--- config.mk ---
export PLATFORM = sky130hd
export DESIGN_NAME = if_id_skid_buffer_flat
export DESIGN_NICKNAME = d
export VERILOG_FILES = /design/src/rtl/riscv_pkg.sv /design/src/rtl/if_id_skid_buffer_if.sv /design/src/rtl/if_id_skid_buffer.sv /design/src/flat_wrapper.sv
export SDC_FILE = /design/constraint.sdc
export NUM_CORES = 1
export LEC_CHECK = 0
export ABC_CLOCK_PERIOD_IN_PS = 10200
export CELL_PAD_IN_SITES_DETAIL_PLACEMENT = 1
export CELL_PAD_IN_SITES_GLOBAL_PLACEMENT = 1
export CORE_ASPECT_RATIO = 1.75
export CORE_MARGIN = 1
export CORE_UTILIZATION = 35
export DETAILED_ROUTE_END_ITERATION = 8
export GPL_TIMING_DRIVEN = 0
export PLACE_DENSITY = 0.67
export RECOVER_POWER = 50
export SKIP_LAST_GASP = 1
export SYNTH_ARGS = -nofsm -noshare
export SYNTH_HDL_FRONTEND = slang
export SYNTH_SLANG_ARGS = --single-unit
--- constraint.sdc ---
create_clock -name clk -period 10.2 [get_ports clk]
set_input_delay 1.02 -clock clk [delete_from_list [all_inputs] [get_ports clk]]
set_output_delay 1.02 -clock clk [all_outputs]
set_load 0.02 [all_outputs]
--- src/rtl/riscv_pkg.sv ---
// Shared RISC-V front-end types and constants used across the IF/ID boundary.
package riscv_pkg;

  localparam int XLEN = 32;
  localparam int ILEN = 32;

  localparam logic [ILEN-1:0] NOP_INSTR = 32'h00000013;

  typedef struct packed {
    logic [ILEN-1:0] instr;
    logic [XLEN-1:0] pc;
  } fetch_beat_t;

  // Encoding is {main_valid, skid_valid} so the valid bits fall straight out of the state.
  typedef enum logic [1:0] {
    ST_EMPTY = 2'b00,
    ST_ONE   = 2'b10,
    ST_FULL  = 2'b11
  } skid_state_e;

endpackage

--- src/rtl/if_id_skid_buffer_if.sv ---
// Fetch-side and decode-side handshake bundle for the IF/ID skid buffer.
interface if_id_skid_buffer_if
  import riscv_pkg::*;
#(
  parameter int ADDR_WIDTH  = XLEN,
  parameter int INSTR_WIDTH = ILEN
);

  logic                   in_valid;
  logic                   in_ready;
  logic [INSTR_WIDTH-1:0] in_instr;
  logic [ADDR_WIDTH-1:0]  in_pc;
  logic                   flush;
  logic                   out_valid;
  logic                   out_ready;
  logic [INSTR_WIDTH-1:0] out_instr;
  logic [ADDR_WIDTH-1:0]  out_pc;
  logic                   out_misaligned;

  modport master (
    output in_valid, in_instr, in_pc, flush, out_ready,
    input  in_ready, out_valid, out_instr, out_pc, out_misaligned
  );

  modport slave (
    input  in_valid, in_instr, in_pc, flush, out_ready,
    output in_ready, out_valid, out_instr, out_pc, out_misaligned
  );

endinterface

--- src/rtl/if_id_skid_buffer.sv ---
// IF/ID two-entry skid buffer; optional stall counter behind IF_ID_STALL_CNT_EN.
// Latency: one cycle from accept to out_valid when empty.
// Backpressure: in_ready = !skid_valid (registered), so decode stalls never drop a fetch beat.
module if_id_skid_buffer
  import riscv_pkg::*;
#(
  parameter int                     ADDR_WIDTH  = XLEN,
  parameter int                     INSTR_WIDTH = ILEN,
  parameter logic [INSTR_WIDTH-1:0] NOP_INSTR   = INSTR_WIDTH'(riscv_pkg::NOP_INSTR)
) (
  input  logic                  clk,
  input  logic                  reset,
  if_id_skid_buffer_if.slave    bus
`ifdef IF_ID_STALL_CNT_EN
  ,
  output logic [31:0]           stall_cycles
`endif
);

  typedef struct packed {
    logic [INSTR_WIDTH-1:0] instr;
    logic [ADDR_WIDTH-1:0]  pc;
  } beat_t;

  skid_state_e state_q, state_d;
  beat_t       main_q, skid_q, in_beat;
  logic        main_valid, skid_valid;
  logic        accept, xfer;
  logic        load_main_in, load_main_skid, load_skid;

  assign main_valid = state_q[1];
  assign skid_valid = state_q[0];
  assign in_beat    = '{instr: bus.in_instr, pc: bus.in_pc};

  assign accept = bus.in_valid && !skid_valid && !bus.flush;
  assign xfer   = main_valid && bus.out_ready;

  always_comb begin
    state_d        = state_q;
    load_main_in   = 1'b0;
    load_main_skid = 1'b0;
    load_skid      = 1'b0;
    unique case (state_q)
      ST_EMPTY: begin
        if (accept) begin
          load_main_in = 1'b1;
          state_d      = ST_ONE;
        end
      end
      ST_ONE: begin
        if (xfer && accept) begin
          load_main_in = 1'b1;
        end else if (xfer) begin
          state_d = ST_EMPTY;
        end else if (accept) begin
          load_skid = 1'b1;
          state_d   = ST_FULL;
        end
      end
      ST_FULL: begin
        if (xfer) begin
          load_main_skid = 1'b1;
          state_d        = ST_ONE;
        end
      end
      default: state_d = ST_EMPTY;
    endcase
    // Flush wins over every transition; a same-cycle decode transfer is simply absorbed.
    if (bus.flush) begin
      state_d        = ST_EMPTY;
      load_main_in   = 1'b0;
      load_main_skid = 1'b0;
      load_skid      = 1'b0;
    end
  end

  always_ff @(posedge clk) begin
    if (reset) begin
      state_q <= ST_EMPTY;
    end else begin
      state_q <= state_d;
    end
  end

  // Payload needs no reset: outputs are masked by main_valid.
  always_ff @(posedge clk) begin
    if (load_main_in) begin
      main_q <= in_beat;
    end else if (load_main_skid) begin
      main_q <= skid_q;
    end
    if (load_skid) begin
      skid_q <= in_beat;
    end
  end

  assign bus.in_ready       = !skid_valid;
  assign bus.out_valid      = main_valid;
  assign bus.out_instr      = main_valid ? main_q.instr : NOP_INSTR;
  assign bus.out_pc         = main_valid ? main_q.pc : '0;
  assign bus.out_misaligned = main_valid && (main_q.pc[1:0] != 2'b00);

`ifdef IF_ID_STALL_CNT_EN
  always_ff @(posedge clk) begin
    if (reset) begin
      stall_cycles <= '0;
    end else if (bus.in_valid && skid_valid && !bus.flush && (stall_cycles != 32'hFFFF_FFFF)) begin
      stall_cycles <= stall_cycles + 32'd1;
    end
  end
`endif

endmodule
--- src/flat_wrapper.sv ---
// flat-port wrapper written by rule: the top's interface ports become plain ports
module if_id_skid_buffer_flat import riscv_pkg::*;
#(
  parameter int                     ADDR_WIDTH  = XLEN,
  parameter int                     INSTR_WIDTH = ILEN,
  parameter logic [INSTR_WIDTH-1:0] NOP_INSTR   = INSTR_WIDTH'(riscv_pkg::NOP_INSTR)
)
  (clk, reset, bus_in_valid, bus_in_instr, bus_in_pc, bus_flush, bus_out_ready, bus_in_ready, bus_out_valid, bus_out_instr, bus_out_pc, bus_out_misaligned);
  if_id_skid_buffer_if #(.ADDR_WIDTH(ADDR_WIDTH), .INSTR_WIDTH(INSTR_WIDTH)) bus_i ();
  input  logic clk;
  input  logic reset;
  input wire logic [$bits(bus_i.in_valid)-1:0] bus_in_valid;
  input wire logic [$bits(bus_i.in_instr)-1:0] bus_in_instr;
  input wire logic [$bits(bus_i.in_pc)-1:0] bus_in_pc;
  input wire logic [$bits(bus_i.flush)-1:0] bus_flush;
  input wire logic [$bits(bus_i.out_ready)-1:0] bus_out_ready;
  output wire logic [$bits(bus_i.in_ready)-1:0] bus_in_ready;
  output wire logic [$bits(bus_i.out_valid)-1:0] bus_out_valid;
  output wire logic [$bits(bus_i.out_instr)-1:0] bus_out_instr;
  output wire logic [$bits(bus_i.out_pc)-1:0] bus_out_pc;
  output wire logic [$bits(bus_i.out_misaligned)-1:0] bus_out_misaligned;
  assign bus_i.in_valid = bus_in_valid;
  assign bus_i.in_instr = bus_in_instr;
  assign bus_i.in_pc = bus_in_pc;
  assign bus_i.flush = bus_flush;
  assign bus_i.out_ready = bus_out_ready;
  assign bus_in_ready = bus_i.in_ready;
  assign bus_out_valid = bus_i.out_valid;
  assign bus_out_instr = bus_i.out_instr;
  assign bus_out_pc = bus_i.out_pc;
  assign bus_out_misaligned = bus_i.out_misaligned;
  if_id_skid_buffer #(.ADDR_WIDTH(ADDR_WIDTH), .INSTR_WIDTH(INSTR_WIDTH), .NOP_INSTR(NOP_INSTR)) u_core (.clk(clk), .reset(reset), .bus(bus_i));
endmodule
Word-level counts from Yosys, hierarchy flattened
Cells that the tools add are included.
{"block": "classes", "eq_ne": 6, "muxes": 21, "n_reduce_logical": 12}
{"operator": "$mux 64", "n": 2}
{"operator": "$mux 32", "n": 2}
{"operator": "$mux 1", "n": 10}
{"operator": "$mux 2", "n": 5}
{"operator": "$pmux 2 s3", "n": 1}
{"operator": "$logic_and 1x1->1", "n": 5}
{"operator": "$eq 2x2->1 const B", "n": 2}
{"operator": "$ne 2x1->1 const B", "n": 2}
{"operator": "$reduce_and 4->1", "n": 1}
{"operator": "$reduce_bool 2->1", "n": 2}
{"operator": "$ne 3x1->1 const B", "n": 1}
{"operator": "$logic_not 1->1", "n": 2}
{"operator": "$logic_not 2->1", "n": 1}
{"operator": "$ne 2x2->1 const B", "n": 1}
{"operator": "$pmux 1 s2", "n": 1}
{"operator": "$reduce_or 2->1", "n": 1}
{"block": "word_totals", "register_bits": 130, "output_inout_bits": 67, "word_cells": 44}

Longest topological paths before layout
Gate-level depths: netlist of run 1.
{"block": "logic_depth", "word_depth": 8, "ltp_mapped": 8, "mapped_depth_nobuf": 5}

Least setup slack after synthesis of run 1
No wires, ideal clock.
{"block": "synth_path", "path_type": "in2reg", "startpoint": "in bus_out_ready", "endpoint": "reg u_core.main_q[0] (netlist bit), enable pin", "arrival_time_ns": 5.970, "t_required_ns": 9.615, "setup_slack_ns": 3.646, "stages": 2, "path_buffers": 0, "path_cell_list": "nand2_1 o32ai_1"}
{"block": "synth_between", "elab_chain_cells": 6, "word_cells_on_any_way": 9, "classes_between": "mux (6); reduce/logical (3)"}
{"item": "start: declaration", "line": "flat_wrapper.sv:16", "rtl": "input wire logic [$bits(bus_i.out_ready)-1:0] bus_out_ready;"}
{"item": "$logic_and 1x1->1 *", "line": "if_id_skid_buffer.sv:36", "rtl": "assign xfer = main_valid && bus.out_ready;"}
{"item": "$logic_and 1x1->1", "line": "if_id_skid_buffer.sv:51", "rtl": "if (xfer && accept) begin"}
{"item": "$mux 1", "line": "if_id_skid_buffer.sv:51"}
{"item": "$pmux 1 s2", "line": "if_id_skid_buffer.sv:43", "rtl": "unique case (state_q)"}
{"item": "$mux 1", "line": "if_id_skid_buffer.sv:69", "rtl": "if (bus.flush) begin"}
{"item": "$reduce_bool 2->1 (no source line) *"}
{"item": "end signal: assignment", "line": "if_id_skid_buffer.sv:88", "rtl": "main_q <= in_beat;"}
{"item": "end signal: assignment", "line": "if_id_skid_buffer.sv:90", "rtl": "main_q <= skid_q;"}
{"item": "end: declaration", "line": "if_id_skid_buffer.sv:26", "rtl": "beat_t main_q, skid_q, in_beat;"}
Every way passes the cells marked *; elsewhere a longest branch is shown, timed or not.
A chain may end at the register's enable or synchronous reset.

Worst setup path in the final report of run 1
{"block": "layout_path", "startpoint": "in bus_flush", "endpoint": "reg u_core.skid_q[39] (netlist bit), enable pin"}
{"block": "layout_between", "elab_chain_cells": 7, "word_cells_on_any_way": 8, "classes_between": "mux (5); reduce/logical (3)"}
{"item": "start: declaration", "line": "flat_wrapper.sv:15", "rtl": "input wire logic [$bits(bus_i.flush)-1:0] bus_flush;"}
{"item": "$logic_not 1->1", "line": "if_id_skid_buffer.sv:35", "rtl": "assign accept = bus.in_valid && !skid_valid && !bus.flush;"}
{"item": "$logic_and 1x1->1", "line": "if_id_skid_buffer.sv:35"}
{"item": "$mux 1", "line": "if_id_skid_buffer.sv:55", "rtl": "end else if (accept) begin"}
{"item": "$mux 1", "line": "if_id_skid_buffer.sv:53", "rtl": "end else if (xfer) begin"}
{"item": "$mux 1", "line": "if_id_skid_buffer.sv:51"}
{"item": "$mux 1", "line": "if_id_skid_buffer.sv:43"}
{"item": "$mux 1 *", "line": "if_id_skid_buffer.sv:69"}
{"item": "net u_core.load_skid", "line": "if_id_skid_buffer.sv:29", "rtl": "logic load_main_in, load_main_skid, load_skid;"}
{"item": "end signal: assignment", "line": "if_id_skid_buffer.sv:93", "rtl": "skid_q <= in_beat;"}
{"item": "end: declaration", "line": "if_id_skid_buffer.sv:26"}
The timed path passes the listed nets; every way through them passes the cells marked *.

==> impl_metrics.toml, run 1 <==
[outcome]
status = "finished with violations"
violations = "capacitance limit, slew limit"

[worst_setup_path]
critPathKind = "input port to register"
critical_path.max_stage_delay_ns = 1.20
crit_arrival_ns = 4.38
crit_path_top_delay_cell = "clkbuf_1"
worstReg2RegStart = "u_core.state_q[1]"
path_common_cell = "clkbuf_1"
critPathRequiredTime_ns = 10.20
worstRegToRegCells = 8
worstSetupStartpointType = "input port"
startpoint = "bus_flush"
r2r-end = "u_core.main_q[17]"
rrSetupSlack_ns = 6.66
cp_cell_sequence = "dlygate4sd3_1 -> or3b_1 -> clkbuf_1 -> nor2_1 -> clkbuf_1"
crit_end = "u_core.skid_q[39]"
worstPathMaxFanout = 27
cp-end-kind = "register"

[clock_network]
numCtsBuffers = 17
cts_hold_buf = 0
clock_sinks = 130
cts.htree.levels = 4
clock_path_buffers = 2
root_buffer = "clkbuf_16"
cts.clk_slew.worst_paths_ns = 0.05
cts_tree = "yes"
cts_setup_buffers = 0
cts_resized = 0
clock_latency_ns = 0.40

[grt]
antenna_found_initial = 1
grt_start_max_net_pins = 28
grt_pass1_vias = 3429
grt_pass1_wl_mm = 18.5
grt_usage_pct = 15.1
overflow = 0

[power]
powerDensity_nw_per_um2 = 173
p_leak_nw = 2.79
vdd_drop_max_v = 0.000141

[drt]
avgRoutedWirePerCell_um = 18.0
dr.pass1.iters = 4
ant_nets = 0
drc = 0
vias_per_cell = 4.62
drt-total-wl_mm = 11.8
initialDrtViolationCount = 89
vias = 3038

[placed_design]
io_buffers = 135
dp_cells = 625
dp_hpwl_mm = 8.63
place.gp.congestion = 0.668

[timing]
min_period_over_period_pct = 42.9
worst_pin_slew_ns = 1.74
slew_headroom_pct = -16.6
fmax_mhz = 228
setup_tns_ns = 0
rsz0062_at_grt = "no"
maxSlewViolCount = 33
setup_viol_count_final = 0
finalHoldViolCount = 0
fin_crit_ns = 4.38
fin_skew_ns = 0.00872

[synth]
syn-mean-instance-area_um2 = 18.7
ys_types = 24
synthCells = 298
syn_nets = 371
syn_area_um2 = 5590
yosys_warnings = 0
synth_seq_cells = 130
yosysSeqAreaShare_pct = 69.5

[final_layout]
layout_common_cells = "edfxtp_1, dlygate4sd3_1, clkdlybuf4s50_1"
area_growth_pct = 39.2
fin_cells = 658
nets = 531
final_layout_size_suffix_gt1_share_pct = 21.4
final_common_cell = "edfxtp_1"

[floorplan]
start_util_pct = 36.1
core_area_um2 = 15500
dieArea_um2 = 16500
io-pin-count = 136
die_h_um = 169
die_w_um = 97.5
core.rowCount = 60

[flow_run]
drv_cap = 2

[hold_path]
holdCritPathClass = "register to register"
## routing by layer
| metal | GRT usage (%) | up-vias | wire, µm |
|---|---|---|---|
| met2 | 28.2 | 87 | 6690 |
| met5 | 0 | - | 0 |
| met3 | 3.09 | 16 | 440 |
| met1 | 15.9 | 1504 | 4400 |
| li1 | - | 1431 | - |
| met4 | 7.29 | 0 | 293 |
## registers in the layout, summed over array words and instances, names as in the netlist
| name | count |
|---|---|
| u_core.skid_q | 64 |
| u_core.state_q | 2 |
| u_core.main_q | 64 |
## Yosys cell counts, drive strengths merged
| cell | number | share of area [%] |
|---|---|---|
| a2111o | 1 | 0.20 |
| a22oi | 1 | 0.13 |
| a31oi | 1 | 0.11 |
| and2 | 61 | 6.8 |
| buf | 7 | 2.4 |
| clkbuf | 7 | 0.47 |
| dfxtp | 2 | 0.72 |
| edfxtp | 128 | 69 |
| ha | 4 | 0.90 |
| inv | 4 | 0.27 |
| mux2 | 64 | 17 |
| mux2i | 2 | 0.36 |
| nand2 | 4 | 0.27 |
| nand2b | 3 | 0.34 |
| nor2 | 3 | 0.49 |
| o21ai | 1 | 0.089 |
| o32ai | 1 | 0.16 |
| or2 | 1 | 0.11 |
| or3b | 1 | 0.16 |
| or4 | 1 | 0.16 |
| xor2 | 1 | 0.16 |
## layout make-up
type | count | area [µm²]
fill | 1480 | 7690
tap | 186 | 233
buffer | 14 | 150
timing repair buffer | 141 | 1390
antenna | 1 | 2.50
clock inverter | 13 | 160
sequential | 130 | 3880
multi-input combinational | 150 | 1510
clock buffer | 19 | 433
inverter | 4 | 15.0
## through the flow
| stage | power [mW] | area (µm²) | setup slack, ns | utilization, % | hold WS (ns) |
|---|---|---|---|---|---|
| 3_3_place_gp | 0.751 | 7170 | 0.493 | 46.4 | 0.508 |
| 6_report | 1.35 | 7780 | 5.82 | 50.3 | 0.548 |
| 3_5_place_dp | 0.757 | 7330 | 6.84 | 47.4 | 0.535 |
| 5_1_grt | 1.39 | 7780 | 5.48 | 50.3 | 0.562 |
| 4_1_cts | 1.38 | 7920 | 6.38 | 51.2 | 0.547 |
| 2_1_floorplan | 0.691 | 5590 | 3.65 | - | 0.479 |
## worst min path at each step
stage	start	end	slack [ns]	cells past startpoint
6_report	u_core.skid_q[36]	u_core.main_q[36]	0.55	1
5_1_grt	u_core.skid_q[52]	u_core.main_q[52]	0.56	1
4_1_cts	u_core.skid_q[36]	u_core.main_q[36]	0.55	1
3_5_place_dp	u_core.skid_q[10]	u_core.main_q[10]	0.53	1
3_3_place_gp	u_core.state_q[0]	u_core.state_q[0]	0.51	2
2_1_floorplan	u_core.state_q[0]	u_core.state_q[0]	0.48	2
## where the power goes
part	switching, mW	internal (mW)
registers	0.00372	0.606
clock network	0.230	0.385
logic	0.0549	0.0675
## kinds of logic (layout without fill, tap and decap cells)
| group | after synthesis | count (layout) | synth area share, % |
|---|---|---|---|
| adder cells (fa/ha/maj) | 4 | 4 | 0.896 |
| buffers and inverters | 18 | 191 | 3.09 |
| multiplexers | 66 | 66 | 17.3 |
| flip-flops | 130 | 130 | 69.5 |
| AND/OR/NAND/NOR | 74 | 74 | 8.35 |
| XOR/XNOR | 1 | 1 | 0.157 |
| other | 0 | 1 | 0 |
| AO/OA/AOI/OAI | 5 | 5 | 0.694 |
## critical path: cells and delay by family
| kind | cells | cell delay, ns |
|---|---|---|
| buf+inv | 3 | 1.98 |
| simple gates | 2 | 1.34 |
No activity file was read; power rests on OpenSTA's default activity.
==> inputs of run 2 (changes only) <==
Settings changed: ABC_CLOCK_PERIOD_IN_PS 10200 to 4000, PLACE_DENSITY 0.67 to 0.7.
Clock period 10.2 ns to 4 ns, I/O delays scaled along.
==> run 2 against run 1 <==
  * Count of clock-buffer cells in the layout down 1
  * Final cell count is 0.15% lower
  * Critical path depth grew 3
  * Global-route usage increased by 0.38 points
  * Largest cell class unchanged
  * Flip-flop and latch count is the same
  * Highest routed layer unchanged
  * The run now ends clean
  * Sequential power grew to 2.5 times the previous value
  * Cell area grew 0.97%
  * Critical endpoint is now u_core.main_q[2]
==> impl_metrics.toml, run 2 (same netlist as run 1, synthesis figures left out) <==
[worst_setup_path]
critPathKind = "register to register"
worstPathMaxFanout = 18
crit_arrival_ns = 3.51
critPathRequiredTime_ns = 4.17
worstSetupStartpointType = "register"
cp-end-kind = "register"

[clock_network]
numCtsBuffers = 17
cts.htree.levels = 4
cts_setup_buffers = 0
clock_path_buffers = 2
clock_latency_ns = 0.41
clock_sinks = 130
root_buffer = "clkbuf_16"
cts_tree = "yes"
cts.clk_slew.worst_paths_ns = 0.06
cts_resized = 0
cts_hold_buf = 0

[final_layout]
num-fill-cells = 1494
nets = 530
final_common_cell = "edfxtp_1"
multi_input_area_um2 = 1550
regArea_um2 = 3880
top_regs = "u_core.main_q: 64 flops, u_core.skid_q: 64 flops, u_core.state_q: 2 flops"
design_area_um2 = 7850
layout_common_cells = "edfxtp_1, dlygate4sd3_1, and2_1"
final_layout_size_suffix_gt1_share_pct = 23.4
area_growth_pct = 40.5

[power]
vdd_drop_max_v = 0.000257
total_power_mw = 3.42
p_leak_nw = 2.90
powerDensity_nw_per_um2 = 435

[floorplan]
io-pin-count = 136
start_util_pct = 36.1
die_h_um = 169
die_w_um = 97.5
dieArea_um2 = 16500
core_area_um2 = 15500
core.rowCount = 60

[drt]
vias = 3052
ant_nets = 0
initialDrtViolationCount = 92
drt-total-wl_mm = 12.0
vias_per_cell = 4.65
drc = 0
dr.pass1.iters = 4
avgRoutedWirePerCell_um = 18.3

[grt]
antenna_found_initial = 1
overflow = 0
grt_usage_pct = 15.4
grt_pass1_vias = 3401
grt_pass1_wl_mm = 18.9
grt_start_max_net_pins = 30

[timing]
maxSlewViolCount = 0
layout_setup_ws_ns = 0.656
fmax_mhz = 299
slew_headroom_pct = 30.7
fin_hold_ws_ns = 0.545
fin_crit_ns = 3.34
min_period_over_period_pct = 83.6
fin_skew_ns = 0.00826
finalHoldViolCount = 0
rsz0062_at_grt = "no"
setup_viol_count_final = 0
setup_tns_ns = 0
worst_pin_slew_ns = 1.04

[hold_path]
holdCritPathClass = "register to register"

[outcome]
status = "finished clean"

[placed_design]
dp_hpwl_mm = 8.83
post-place-ws_ns = 0.506
io_buffers = 135
place.gp.congestion = 0.708
place_area_um2 = 7310

[flow_run]
drv_cap = 0
[run 2: cell types whose count changed in the layout (fill, tap and decap cells not counted), sizes merged]
cell and delta:
inv +1, clkbuf -4, dlygate4sd3 +24, bufinv -1, clkinv +1, buf +2, clkdlybuf4s50 -24
[run 2: final timing paths]
check             depth (start not counted)                end         startpoint  slack (ns)
setup / recovery                          8   u_core.main_q[2]  u_core.state_q[1]        0.66
hold / removal                            1  u_core.main_q[11]  u_core.skid_q[11]        0.54
setup reg to reg                          8   u_core.main_q[2]  u_core.state_q[1]        0.66
hold reg to reg                           1  u_core.main_q[11]  u_core.skid_q[11]        0.54
[run 2: where the power goes]
group / switching [mW] / leakage, nW / internal, mW / total, mW
clock: 0.615 / 0.277 / 0.926 / 1.54
combinational: 0.143 / 1.43 / 0.176 / 0.319
sequential: 0.0100 / 1.19 / 1.54 / 1.55
[run 2: per-stage QoR]
stage          utilization, %  std cells
2_1_floorplan               -        298
3_3_place_gp             46.4        619
3_5_place_dp             47.2        624
4_1_cts                  51.0        656
5_1_grt                  50.8        657
6_report                 50.8        657
[run 2: layer usage]
| layer | global-route usage (%) | share of wire [%] |
|---|---|---|
| met4 | 8.06 | 2.3 |
| met5 | 0 | 0 |
| met3 | 3.09 | 3.3 |
| met1 | 16.0 | 37 |
| met2 | 28.9 | 57 |
[run 2: area by class of cell]
class / count / share of cell area (%)
multi-input combinational: 150 / 19.7
inverter: 4 / 0.191
clock buffer: 18 / 5.47
clock inverter: 14 / 2.01
timing repair buffer: 140 / 18.2
antenna: 1 / 0.0319
sequential: 130 / 49.5
buffer: 14 / 1.91
tap: 186 / 2.96
[run 2: critical path: stages, from the launching register on]
cell	delay [ns]
dfxtp_1	0.48
clkbuf_1	0.48
clkbuf_1	0.38
inv_1	0.13
ha_1	0.24
a31oi_1	0.53
o32ai_4	0.39
buf_16	0.27
buf_16	0.16
==> inputs of run 3 (changes only) <==
Settings changed: ABC_CLOCK_PERIOD_IN_PS 4000 to 3150, PLACE_DENSITY 0.7 to 0.67.
Clock period 4 ns to 3.15 ns, I/O delays scaled along.
==> run 3 against run 2 <==
  * Sequential share of layout area about the same
  * Routed wire length up 0.51%
  * Clock skew up 0.0053 ns
  * Total power increased by 29%
  * Count of clock-buffer cells in the layout unchanged
  * Largest cell class unchanged
  * Register-to-register slack worse by 0.30 ns
  * First-iteration DRC count down 9.8%
  * Cell area barely moved
==> impl_metrics.toml, run 3 (same netlist as run 1, synthesis figures left out) <==
[drt]
ant_nets = 0
vias = 3053
drc = 0
dr.pass1.iters = 4
avgRoutedWirePerCell_um = 18.4
vias_per_cell = 4.65
initialDrtViolationCount = 83
drt-total-wl_mm = 12.1

[power]
powerDensity_nw_per_um2 = 562
p_leak_nw = 2.89
total_power_mw = 4.42
vdd_drop_max_v = 0.000334

[worst_setup_path]
cp_top_family = "buffers and inverters"
worstSetupStartpointType = "register"
cp-end-kind = "register"
worstRegToRegCells = 8
r2r-end = "u_core.main_q[33]"
crit_path_top_delay_cell = "dfxtp_1"
critical_path.max_stage_delay_ns = 0.50
rrSetupSlack_ns = 0.36
worstReg2RegStart = "u_core.state_q[1]"
cp_cell_sequence = "clkbuf_2 -> clkbuf_1 -> inv_1 -> ha_1 -> a31oi_2 -> nor2_4 -> buf_12 -> mux2_4"
critPathKind = "register to register"
worstPathMaxFanout = 10
crit_arrival_ns = 2.94
path_buf_inv = 4
critPathRequiredTime_ns = 3.30

[grt]
antenna_found_initial = 1
grt_start_max_net_pins = 32
grt_pass1_vias = 3469
grt_pass1_wl_mm = 19.0
grt_usage_pct = 15.4
overflow = 0

[clock_network]
cts_setup_buffers = 0
root_buffer = "clkbuf_16"
clock_path_buffers = 2
cts_hold_buf = 0
cts.clk_slew.worst_paths_ns = 0.07
cts_tree = "yes"
cts_resized = 2
clock_sinks = 130
clock_latency_ns = 0.41
cts.htree.levels = 4
numCtsBuffers = 17

[timing]
rsz0062_at_grt = "no"
fin_crit_ns = 2.79
maxSlewViolCount = 0
fin_skew_ns = 0.0135
slew_headroom_pct = 45.8
finalHoldViolCount = 0
worst_pin_slew_ns = 0.813
layout_setup_ws_ns = 0.360
setup_viol_count_final = 0
fmax_mhz = 358
min_period_over_period_pct = 88.6
setup_tns_ns = 0

[hold_path]
holdCritPathClass = "register to register"
hp-start = "u_core.skid_q[1]"
worstHoldPathCells = 1
whs_endpoint = "u_core.main_q[1]"

[placed_design]
io_buffers = 135
dp_hpwl_mm = 8.73
post-place-ws_ns = -0.178
place_area_um2 = 7290
place.gp.congestion = 0.732

[floorplan]
die_w_um = 97.5
die_h_um = 169
core.rowCount = 60
io-pin-count = 136
dieArea_um2 = 16500
core_area_um2 = 15500
start_util_pct = 36.1

[final_layout]
layout_common_cells = "edfxtp_1, dlygate4sd3_1, and2_1"
top_regs = "u_core.main_q: 64 flops, u_core.skid_q: 64 flops, u_core.state_q: 2 flops"
design_area_um2 = 7860
num-fill-cells = 1482
utilization_pct = 50.8
final_common_cell = "edfxtp_1"
area_growth_pct = 40.7
final_layout_size_suffix_gt1_share_pct = 23.8
nets = 530

[flow_run]
drv_cap = 0

[outcome]
status = "finished clean"
## run 3: cell count changes in the layout (fill, tap and decap cells not counted), sizes merged
cell | previous run | this run
dlygate4sd3 | 97 | 89
clkinv | 6 | 5
clkdlybuf4s50 | 38 | 46
bufinv | 2 | 3
## run 3: cell type report
cell class	instances	area (µm²)	share of cell area [%]
multi-input cells	150	1550	19.7
flip-flops and latches	130	3880	49.4
clock inverters	14	179	2.28
diodes	1	2.50	0.0318
plain buffers	14	151	1.93
clock buffers	18	429	5.46
repair buffers	140	1420	18.1
inverters	4	15.0	0.191
well taps	186	233	2.96
## run 3: worst max-delay path by stage
stage,start,endpoint,slack [ns],cells past startpoint
floorplan,u_core.state_q[0],u_core.skid_q[0],0.19,3
finish,u_core.state_q[1],u_core.main_q[33],0.36,8
detailed placement,u_core.state_q[1],u_core.main_q[5],-0.18,8
global route,u_core.state_q[1],u_core.main_q[6],0.14,8
global placement,bus_flush,u_core.skid_q[5],-1.24,4
CTS,u_core.state_q[1],u_core.main_q[6],0.19,8
## run 3: report_power, final
group	leakage (nW)	switching, mW	internal (mW)
logic	1.41	0.181	0.223
clock network	0.287	0.785	1.26
registers	1.19	0.0127	1.96
## run 3: per-stage QoR
stage	hold WS, ns	std cells
2_1_floorplan	0.414	298
3_3_place_gp	0.530	619
3_5_place_dp	0.536	624
4_1_cts	0.470	656
5_1_grt	0.554	657
6_report	0.543	657
## run 3: layer usage
metal / GRT usage (%) / part of all wire (%)
met1: 15.3 / 36
met2: 30.2 / 59
met3: 3.50 / 3.7
met4: 6.52 / 1.3
met5: 0 / 0
